<file path="config.mk">
export PLATFORM = sky130hd
export DESIGN_NAME = log_arbiter
export DESIGN_NICKNAME = d
export VERILOG_FILES = /design/src/rtl/log_arbiter.sv
export SDC_FILE = /design/constraint.sdc
export NUM_CORES = 1
export LEC_CHECK = 0
export ABC_CLOCK_PERIOD_IN_PS = 5900
export CORE_ASPECT_RATIO = 0.6
export CORE_MARGIN = 2
export CORE_UTILIZATION = 30
export CTS_CLUSTER_DIAMETER = 200
export DETAILED_ROUTE_END_ITERATION = 6
export PLACE_DENSITY_LB_ADDON = 0.2
export SLEW_MARGIN = 20
export SYNTH_ARGS = -nofsm -noshare
export SYNTH_HDL_FRONTEND = slang
export SYNTH_SLANG_ARGS = --single-unit
export TNS_END_PERCENT = 20
</file>
<file path="constraint.sdc">
create_clock -name clock -period 5.9 [get_ports clock]
set_clock_uncertainty 0.2 [all_clocks]
set_input_delay 0.59 -clock clock [delete_from_list [all_inputs] [get_ports clock]]
set_output_delay 0.59 -clock clock [all_outputs]
set_load 0.02 [all_outputs]
</file>
<file path="src/rtl/log_arbiter.sv">
// log_arbiter: round-robin arbiter that shares one 1.M.N log2 core among REQ requesters.
// One transaction is in flight at a time. Zero and negative operands are answered
// locally with an error response, so the core never sees them.
module log_arbiter #(
    parameter int unsigned REQ = 4,
    parameter int unsigned M   = 4,
    parameter int unsigned N   = 10,
    parameter int unsigned W   = M + N + 1,
    parameter int unsigned IW  = $clog2(REQ)
) (
    input  logic              clock,
    input  logic              reset,
    input  logic [REQ-1:0]    req_valid,
    output logic [REQ-1:0]    req_ready,
    input  logic [REQ*W-1:0]  req_data,
    output logic [REQ-1:0]    rsp_valid,
    input  logic [REQ-1:0]    rsp_ready,
    output logic [W-1:0]      rsp_data,
    output logic              rsp_err,
    output logic [W-1:0]      core_number,
    output logic              core_ivalid,
    input  logic              core_iready,
    input  logic [W-1:0]      core_lognumber,
    input  logic              core_ovalid,
    output logic              core_oready,
    output logic              busy,
    output logic [IW-1:0]     grant_id
);

    if (REQ < 2 || REQ > 8) begin : g_bad_req
        $error("log_arbiter: REQ must be in 2..8");
    end
    if (W != M + N + 1) begin : g_bad_w
        $error("log_arbiter: W must equal M+N+1");
    end

    typedef enum logic [1:0] {StIdle, StIssue, StWaitRes, StRespond} state_t;

    state_t         state_q, state_d;
    logic [IW-1:0]  ptr_q;
    logic [IW-1:0]  grant_q;
    logic [W-1:0]   number_q;
    logic           ivalid_q;
    logic [W-1:0]   rsp_data_q;
    logic           rsp_err_q;

    logic           win_found;
    logic [IW-1:0]  win_id;
    logic [W-1:0]   win_data;
    logic           win_bad;
    logic           accept;

    // Round-robin scan starting at ptr: first valid requester wins.
    always_comb begin
        int unsigned idx;
        win_found = 1'b0;
        win_id    = '0;
        idx       = 0;
        for (int unsigned k = 0; k < REQ; k++) begin
            idx = (32'(ptr_q) + k) % REQ;
            if (!win_found && req_valid[IW'(idx)]) begin
                win_found = 1'b1;
                win_id    = IW'(idx);
            end
        end
    end

    // Operand screening: zero would hang the core's scaling loop, negatives have no log.
    assign win_data = req_data[32'(win_id) * W +: W];
    assign win_bad  = (win_data == '0) || win_data[W-1];
    assign accept   = (state_q == StIdle) && win_found && !reset;

    // State register.
    always_ff @(posedge clock) begin
        if (reset) begin
            state_q <= StIdle;
        end else begin
            state_q <= state_d;
        end
    end

    // Next-state logic.
    always_comb begin
        state_d = state_q;
        unique case (state_q)
            StIdle:    if (accept) state_d = win_bad ? StRespond : StIssue;
            StIssue:   if (core_iready) state_d = StWaitRes;
            StWaitRes: if (core_ovalid) state_d = StRespond;
            StRespond: if (rsp_ready[grant_q]) state_d = StIdle;
            default:   state_d = StIdle;
        endcase
    end

    // Datapath registers: grant bookkeeping, core operand and response value.
    always_ff @(posedge clock) begin
        if (reset) begin
            ptr_q      <= '0;
            grant_q    <= '0;
            number_q   <= '0;
            ivalid_q   <= 1'b0;
            rsp_data_q <= '0;
            rsp_err_q  <= 1'b0;
        end else begin
            unique case (state_q)
                StIdle: begin
                    if (accept) begin
                        grant_q <= win_id;
                        ptr_q   <= (win_id == IW'(REQ - 1)) ? '0 : win_id + IW'(1);
                        if (win_bad) begin
                            rsp_data_q <= '0;
                            rsp_err_q  <= 1'b1;
                        end else begin
                            number_q <= win_data;
                            ivalid_q <= 1'b1;
                        end
                    end
                end
                StIssue: begin
                    if (core_iready) ivalid_q <= 1'b0;
                end
                StWaitRes: begin
                    if (core_ovalid) begin
                        rsp_data_q <= core_lognumber;
                        rsp_err_q  <= 1'b0;
                    end
                end
                default: ;
            endcase
        end
    end

    // Outputs: handshakes decoded from state, data from registers.
    always_comb begin
        req_ready = '0;
        rsp_valid = '0;
        if (accept) req_ready[win_id] = 1'b1;
        if (state_q == StRespond) rsp_valid[grant_q] = 1'b1;
        core_oready = (state_q == StWaitRes) && core_ovalid;
        busy        = (state_q != StIdle);
        grant_id    = grant_q;
        core_number = number_q;
        core_ivalid = ivalid_q;
        rsp_data    = rsp_data_q;
        rsp_err     = rsp_err_q;
    end

endmodule
</file>
==> results of run 1 <==
## synthesized netlist by cell type, drive strengths merged, types with 2 or more instances
master	n	area (um2)
a211o	17	148.9
a211oi	10	75.07
a21oi	22	110.1
a22oi	4	45.05
a41o	15	150.1
and2	13	81.33
and3	25	156.4
buf	13	82.57
clkbuf	10	37.54
dfxtp	38	760.7
ha	9	112.6
inv	6	22.52
mux2	3	33.78
mux2i	17	170.2
nand2	12	45.04
nand2b	17	106.4
nand3	4	20.02
nand4	2	25.02
nor2	27	101.4
nor2b	6	37.54
nor3	3	15.01
o211ai	3	41.29
o22a	2	17.52
or2	2	12.51
## metal layers
layer / vias to the layer above / share of wire (%) / GRT usage, %
li1: 1314 / - / -
met1: 1248 / 51 / 24.16
met2: 69 / 42 / 26.91
met3: 4 / 6.1 / 4.091
met4: 0 / 0.63 / 2.810
met5: - / 0 / 0
## through the flow
| step | power (mW) | hold WS, ps | area (um2) |
|---|---|---|---|
| floorplan | 0.9799 | 264.7 | 2524 |
| global placement | 1.254 | 245.0 | 3877 |
| detailed placement | 1.265 | 246.6 | 3877 |
| CTS | 1.632 | 290.1 | 4076 |
| global route | 1.741 | 309.4 | 4079 |
| finish | 1.624 | 294.5 | 4079 |
## layout by cell type, fill, tap and decap left out, drive strengths merged, types with 2 or more instances in the layout
| cell type | Yosys | layout |
|---|---|---|
| clkdlybuf4s50 | 0 | 130 |
| dfxtp | 38 | 38 |
| nor2 | 27 | 27 |
| and3 | 25 | 25 |
| a21oi | 22 | 22 |
| a211o | 17 | 17 |
| mux2i | 17 | 17 |
| nand2b | 17 | 17 |
| a41o | 15 | 15 |
| and2 | 13 | 13 |
| nand2 | 12 | 12 |
| a211oi | 10 | 10 |
| ha | 9 | 9 |
| inv | 6 | 6 |
| nor2b | 6 | 6 |
| clkbuf | 10 | 6 |
| buf | 13 | 5 |
| nand3 | 4 | 4 |
| a22oi | 4 | 4 |
| mux2 | 3 | 3 |
| nor3 | 3 | 3 |
| o211ai | 3 | 3 |
| o22a | 2 | 2 |
| nand4 | 2 | 2 |
| or2 | 2 | 2 |
| bufinv | 0 | 2 |
## registers in the layout (all words and copies together) (netlist names)
signal       count
ptr_q            2
rsp_data        15
grant_id         2
state_q          2
core_ivalid      1
core_number     15
rsp_err          1
## layout make-up
class                      instances  area, um2  share of cell area, %
sequential                        38      760.7                  18.65
inverter                           6      22.52                 0.5521
tap                              108      135.1                  3.313
clock inverter                     2      60.06                  1.472
timing repair buffer             135       1339                  32.82
multi-input combinational        226       1623                  39.79
clock buffer                       6      138.9                  3.405
## worst max path at each step
stage,slack [ps],depth (start not counted),endpoint,from
after floorplan,2470,10,core_ivalid$_SDFFE_PP0P_,req_valid[2]
after global placement,1230,9,core_ivalid$_SDFFE_PP0P_,req_valid[0]
after detailed placement,1060,11,core_number[1]$_SDFFE_PP0P_,req_valid[0]
after CTS,1340,11,core_number[12]$_SDFFE_PP0P_,req_valid[0]
after global routing,940,12,rsp_err$_SDFFE_PP0P_,req_valid[0]
final,1300,12,rsp_err$_SDFFE_PP0P_,req_valid[0]
## logic make-up after synthesis
family | Yosys count
and+or+nand+nor | 116
DFF | 38
AOI/OAI and AO/OA | 80
muxes | 21
buffers and inverters | 29
adders and majority gates | 9
## worst max-delay path, cell delays in order
cell	delay, ps
clkdlybuf4s50_1	520
nor2b_1	250
or4_1	620
nand2_1	520
buf_4	370
a211o_1	330
a22oi_1	220
nand4_2	200
o211ai_2	190
buf_4	340
a21oi_1	120
a311oi_1	300
## power groups by stage
| stage | Clock, mW | Sequential, mW | Combinational, mW |
|---|---|---|---|
| after floorplan | 0 | 0.397 | 0.583 |
| after global placement | 0 | 0.358 | 0.896 |
| after detailed placement | 0 | 0.358 | 0.907 |
| after CTS | 0.364 | 0.353 | 0.915 |
| after global routing | 0.377 | 0.360 | 1.00 |
| final | 0.358 | 0.353 | 0.912 |
==> out/results.tsv, run 1 <==
stage	metric	value	unit
power	maximum vdd drop	207.2	uV
power	Reg power frac	21.8	%
floorplanning	Die X	122.4	um
clock_tree	CTS Hold Buffers Added	0	
clock_tree	CTS tree	done	
cells_and_area	Area growth, synth to finish	61.63	%
grt	initial antenna violation count	0	
route	antenna viol nets, final	0	
route	Iter 0 DRT Violations	90	
clock_tree	Setup Buffers After CTS	0	
worst_setup_path	r2r startpoint	ptr_q[0]$_SDFFE_PP0P_	
synthesis	Synth Area in Compound Gates	25.38	%
power	PwrDens	398.0	nW/um2
placement	Placer Congestion	0.7848	
floorplanning	initial core utilization	31.52	%
synthesis	Adder-Cell Fraction of Synth Area	4.462	%
worst_setup_path	critical path startpoint category	input pin	
clock_tree	htree depth	2	
power	Pleak	1.800	nW
cells_and_area	fraction of layout cells with a size suffix above 1	6.538	%
worst_setup_path	worst r2r path cells	11	
hold_path	WHS Endpoint	core_ivalid$_SDFFE_PP0P_	
run	max cap viols	0	
route	TritonRoute pass-1 iters	4	
power	Comb pwr share	56.2	%
timing	PnR worst setup slack	1296	ps
timing	min Tclk post-route	4604	ps
grt	grt total ovfl	0	
outcome	status	complete, no violations	
synthesis	sequential fraction of the synthesis area	30.14	%
worst_setup_path	critical path required time	5870	ps
timing	fin crit share	78.03	%
synthesis	number of library cell types mapped by synthesis	42	
route	final WL	7.953	mm
power	switch share	41.02	%
power	cell internal pwr	957.6	uW
grt	vias in the first global route	2536	
timing	final setup vio count	0	
synthesis	syn_nets	389	
worst_setup_path	Crit Reg-Reg Endpoint	rsp_err$_SDFFE_PP0P_	
synthesis	Mapped Area	2524	um2
synthesis	main combinational cell family by area after synthesis	compound AO/OA/AOI/OAI gates	
synthesis	simple-gate share of the synthesized area	25.38	%
synthesis	Synth Flop Type	dfxtp_1	
clock_tree	Root Driver	clkbuf_16	
timing	Rel. slew slack	34.77	%
clock_tree	Clock Sinks	38	
placement	pre-CTS WS	1058	ps
route	Routed WL per cell	15.26	um
worst_setup_path	CP Capture Type	register	
power	switching power	665.9	uW
grt	total track usage	17.05	%
floorplanning	height of the die	75.05	um
synthesis	average size of a mapped cell	8.613	um2
placement	number of port buffers	130	
cells_and_area	post-layout util	50.94	%
cells_and_area	diode count	0	
worst_setup_path	Arr. time, crit path	4580	ps
grt	first-pass GRT wire length	12.44	mm
timing	max-slew violations	0	
hold_path	Worst Hold Launch	core_ivalid$_SDFFE_PP0P_	
clock_tree	CTS buffer count	5	
timing	Worst Tran Pin Value	978.5	ps
synthesis	Syn. warnings	0	
synthesis	Seq cells post-synth	38	
synthesis	EDFF count, synth	0	
clock_tree	Max Root-Sink Buffers	2	
cells_and_area	Post-Layout Cell Count	521	
floorplanning	Row Count	25	
floorplanning	die area	9186	um2
timing	Hold Vio Cnt, Final	0	
route	total number of vias	2635	
placement	Inst Count DP	513	
worst_setup_path	crit path kind	in2reg	
synthesis	Syn Inst Count	293	
grt	pin count of the biggest net entering global routing	41	
synthesis	Post-Synth XOR/XNOR Area	0	%
cells_and_area	Filler cells	761	
cells_and_area	Final Net Count	508	
clock_tree	Clock Latency Late Sink	280	ps
worst_setup_path	CP Max Fanout	32	
hold_path	HP Class	reg2reg	
clock_tree	Reg clk slew, reported paths	60	ps
worst_setup_path	Reg2Reg Setup Slack	1840	ps
route	drt via density	5.058	
clock_tree	post-cts gate resize count	0	
placement	DP HPWL	6.010	mm
power	clock power share	22.1	%
synthesis	mux cell area share after synthesis	8.974	%
timing	FMAX	217.2	MHz
timing	RSZ-0062 raised after global routing	false	
floorplanning	IO Count	131	
route	DR DRC count	0	
timing	Setup TNS	0	ps
synthesis	Async SR Flop Fraction	0	%
floorplanning	Core Box Area	8008	um2
hold_path	worst hold stages	2	
Power figures use the tool's default switching activity.
==> run 2: changes to the inputs <==
--- a/config.mk
+++ b/config.mk
@@ -5,7 +5,7 @@
 export SDC_FILE = /design/constraint.sdc
 export NUM_CORES = 1
 export LEC_CHECK = 0
-export ABC_CLOCK_PERIOD_IN_PS = 5900
+export ABC_CLOCK_PERIOD_IN_PS = 4500
 export CORE_ASPECT_RATIO = 0.6
 export CORE_MARGIN = 2
 export CORE_UTILIZATION = 30
==> constraint.sdc (replaced) <==
create_clock -name clock -period 4.5 [get_ports clock]
set_clock_uncertainty 0.2 [all_clocks]
set_input_delay 0.45 -clock clock [delete_from_list [all_inputs] [get_ports clock]]
set_output_delay 0.45 -clock clock [all_outputs]
set_load 0.02 [all_outputs]
==> run 2 against run 1 <==
  * Cell area fell by 0.34%
  * Non-clock buffer count rose by 2
  * Die area did not move
  * Core utilization fell by 0.17 points
  * Clock power fell by 1%
  * Sequential power rose by 31%
  * Critical path type is now in2out
  * Critical endpoint is now req_ready[2]
  * Highest routed layer unchanged
==> out/results.tsv, run 2 (synthesis gave the netlist of run 1 again) <==
stage	metric	value	unit	change
worst_setup_path	critical path cell sequence	clkdlybuf4s50_1 > nor2b_1 > or4b_1 > nand2_1 > buf_12 > inv_1 > ha_1 > and2_1 > clkdlybuf4s50_1		
cells_and_area	fraction of layout cells with a size suffix above 1	6.506	%	-0.032 points
floorplanning	Core Box Area	8008	um2	unchanged
clock_tree	Root Driver	clkbuf_16		
route	Iter 0 DRT Violations	213		+140%
grt	grt total ovfl	0		unchanged
route	antenna viol nets, final	0		unchanged
power	maximum vdd drop	180.6	uV	-13%
hold_path	HP Class	reg2reg		
outcome	status	complete, no violations		
timing	final setup vio count	0		unchanged
placement	pre-CTS WS	277.7	ps	-779.9 ps
worst_setup_path	slowest cell on the critical path	or4b_1		
grt	total track usage	17.35	%	+0.30 points
timing	Rel. slew slack	29.33	%	-5.4 points
floorplanning	Row Count	25		unchanged
worst_setup_path	critical path required time	3850	ps	-2020 ps
route	Routed WL per cell	15.13	um	-0.87%
cells_and_area	most frequent cells in the layout	clkdlybuf4s50_1 (130), dfxtp_1 (38), nor2_1 (27), and3_1 (25), a21oi_1 (22)		
timing	RSZ-0062 raised after global routing	false		
cells_and_area	commonest non-fill, non-tap cell in the layout	clkdlybuf4s50_1		
hold_path	worst hold stages	2		unchanged
timing	PnR worst setup slack	467.0	ps	-829.0 ps
cells_and_area	Final Net Count	510		+0.39%
clock_tree	Clock Latency Late Sink	280	ps	about the same
worst_setup_path	Worst path max stage delay	860	ps	+240 ps
worst_setup_path	Crit path top cell by count	clkdlybuf4s50_1		
grt	first-pass GRT wire length	12.58	mm	+1.1%
worst_setup_path	Arr. time, crit path	3380	ps	-1200 ps
floorplanning	IO Count	131		unchanged
route	total number of vias	2673		+1.4%
worst_setup_path	Buf+Inv Stages, Crit Path	4		+1
cells_and_area	Area growth, synth to finish	61.08	%	
worst_setup_path	Crit Reg-Reg Endpoint	rsp_err$_SDFFE_PP0P_		
worst_setup_path	CP Max Fanout	33		+3.1%
placement	Placer Congestion	0.8509		+8.4%
floorplanning	height of the die	75.05	um	unchanged
timing	FMAX	248.0	MHz	
power	power consumption	2.030	mW	+25%
worst_setup_path	crit path kind	in2out		
clock_tree	CTS tree	done		
worst_setup_path	CP Capture Type	output pin		
floorplanning	initial core utilization	31.52	%	unchanged
grt	pin count of the biggest net entering global routing	40		-2.4%
hold_path	Worst Hold Launch	core_number[3]$_SDFFE_PP0P_		
clock_tree	htree depth	2		unchanged
route	DR DRC count	0		unchanged
timing	Hold Vio Cnt, Final	0		unchanged
worst_setup_path	Reg2Reg Setup Slack	850	ps	-990 ps
floorplanning	Die X	122.4	um	unchanged
power	Pleak	1.796	nW	-0.23%
placement	Inst Count DP	515		+0.39%
worst_setup_path	critical path startpoint category	input pin		
clock_tree	Setup Buffers After CTS	0		unchanged
placement	DP HPWL	5.934	mm	-1.3%
cells_and_area	diode count	0		unchanged
timing	min Tclk post-route	4033	ps	
hold_path	WHS Endpoint	core_number[3]$_SDFFE_PP0P_		
grt	vias in the first global route	2519		-0.67%
clock_tree	CTS buffer count	5		unchanged
worst_setup_path	r2r startpoint	ptr_q[0]$_SDFFE_PP0P_		
timing	fin crit share	89.62	%	
clock_tree	Max Root-Sink Buffers	2		unchanged
timing	hold slack	252.2	ps	-42.25 ps
clock_tree	Clock Sinks	38		unchanged
timing	Worst Tran Pin Value	1058	ps	+79.33 ps
placement	number of port buffers	130		unchanged
route	final WL	7.914	mm	-0.49%
timing	max-slew violations	0		unchanged
clock_tree	Reg clk slew, reported paths	60	ps	about the same
clock_tree	post-cts gate resize count	0		unchanged
worst_setup_path	worst r2r path cells	10		-1
cells_and_area	Post-Layout Cell Count	523		+0.38%
route	TritonRoute pass-1 iters	4		unchanged
floorplanning	die area	9186	um2	unchanged
clock_tree	CTS Hold Buffers Added	0		unchanged
grt	initial antenna violation count	0		unchanged
worst_setup_path	Worst path top cell family by delay	simple AND/OR/NAND/NOR gates		
route	drt via density	5.111		+1.1%
power	PwrDens	499.3	nW/um2	+25%
run	max cap viols	0		unchanged
timing	Setup TNS	0	ps	unchanged
-- run 2: cell types whose count changed in the layout (fill, tap and decap cells not counted), sizes merged --
cell | before | now
buf | 5 | 7
bufinv | 2 | 0
clkbuf | 6 | 7
clkinv | 0 | 1
-- run 2: worst min-delay path, cell delays in order, from the launching register on --
cell     delay, ps
dfxtp_1        310
nand2_1         50
a21oi_1         50
-- run 2: where the power goes --
part,switching [mW],internal [mW],total [mW]
clock network,0.134,0.220,0.353
registers,0.0571,0.407,0.464
logic,0.674,0.539,1.21
-- run 2: worst max-delay path by stage --
stage,from,to,cells after the start
final,req_valid[0],req_ready[2],9
after global routing,req_valid[0],rsp_data[13]$_SDFFE_PP0P_,12
after CTS,req_valid[0],req_ready[2],9
after detailed placement,req_valid[0],rsp_err$_SDFFE_PP0P_,11
after global placement,req_valid[1],core_number[11]$_SDFFE_PP0P_,11
after floorplan,req_valid[2],core_ivalid$_SDFFE_PP0P_,10
-- run 2: routing by layer --
metal / vias up / GRT usage [%] / part of all wire, %
li1: 1324 / - / -
met1: 1253 / 24.44 / 49
met2: 89 / 26.48 / 43
met3: 7 / 5.076 / 7.0
met4: 0 / 3.576 / 0.82
met5: - / 0 / 0
-- run 2: area by class of cell --
class                      count  area [um2]
fill                         763        3943
timing repair buffer         137        1379
clock inverter                 1       5.005
inverter                       6       22.52
multi-input combinational    226        1620
tap                          108       135.1
clock buffer                   7       142.6
sequential                    38       760.7
-- run 2: through the flow --
stage	util [%]	cell area, um2
2_1_floorplan	-	2524
3_3_place_gp	48.92	3918
3_5_place_dp	48.92	3918
4_1_cts	50.77	4065
5_1_grt	50.77	4065
6_report	50.77	4065
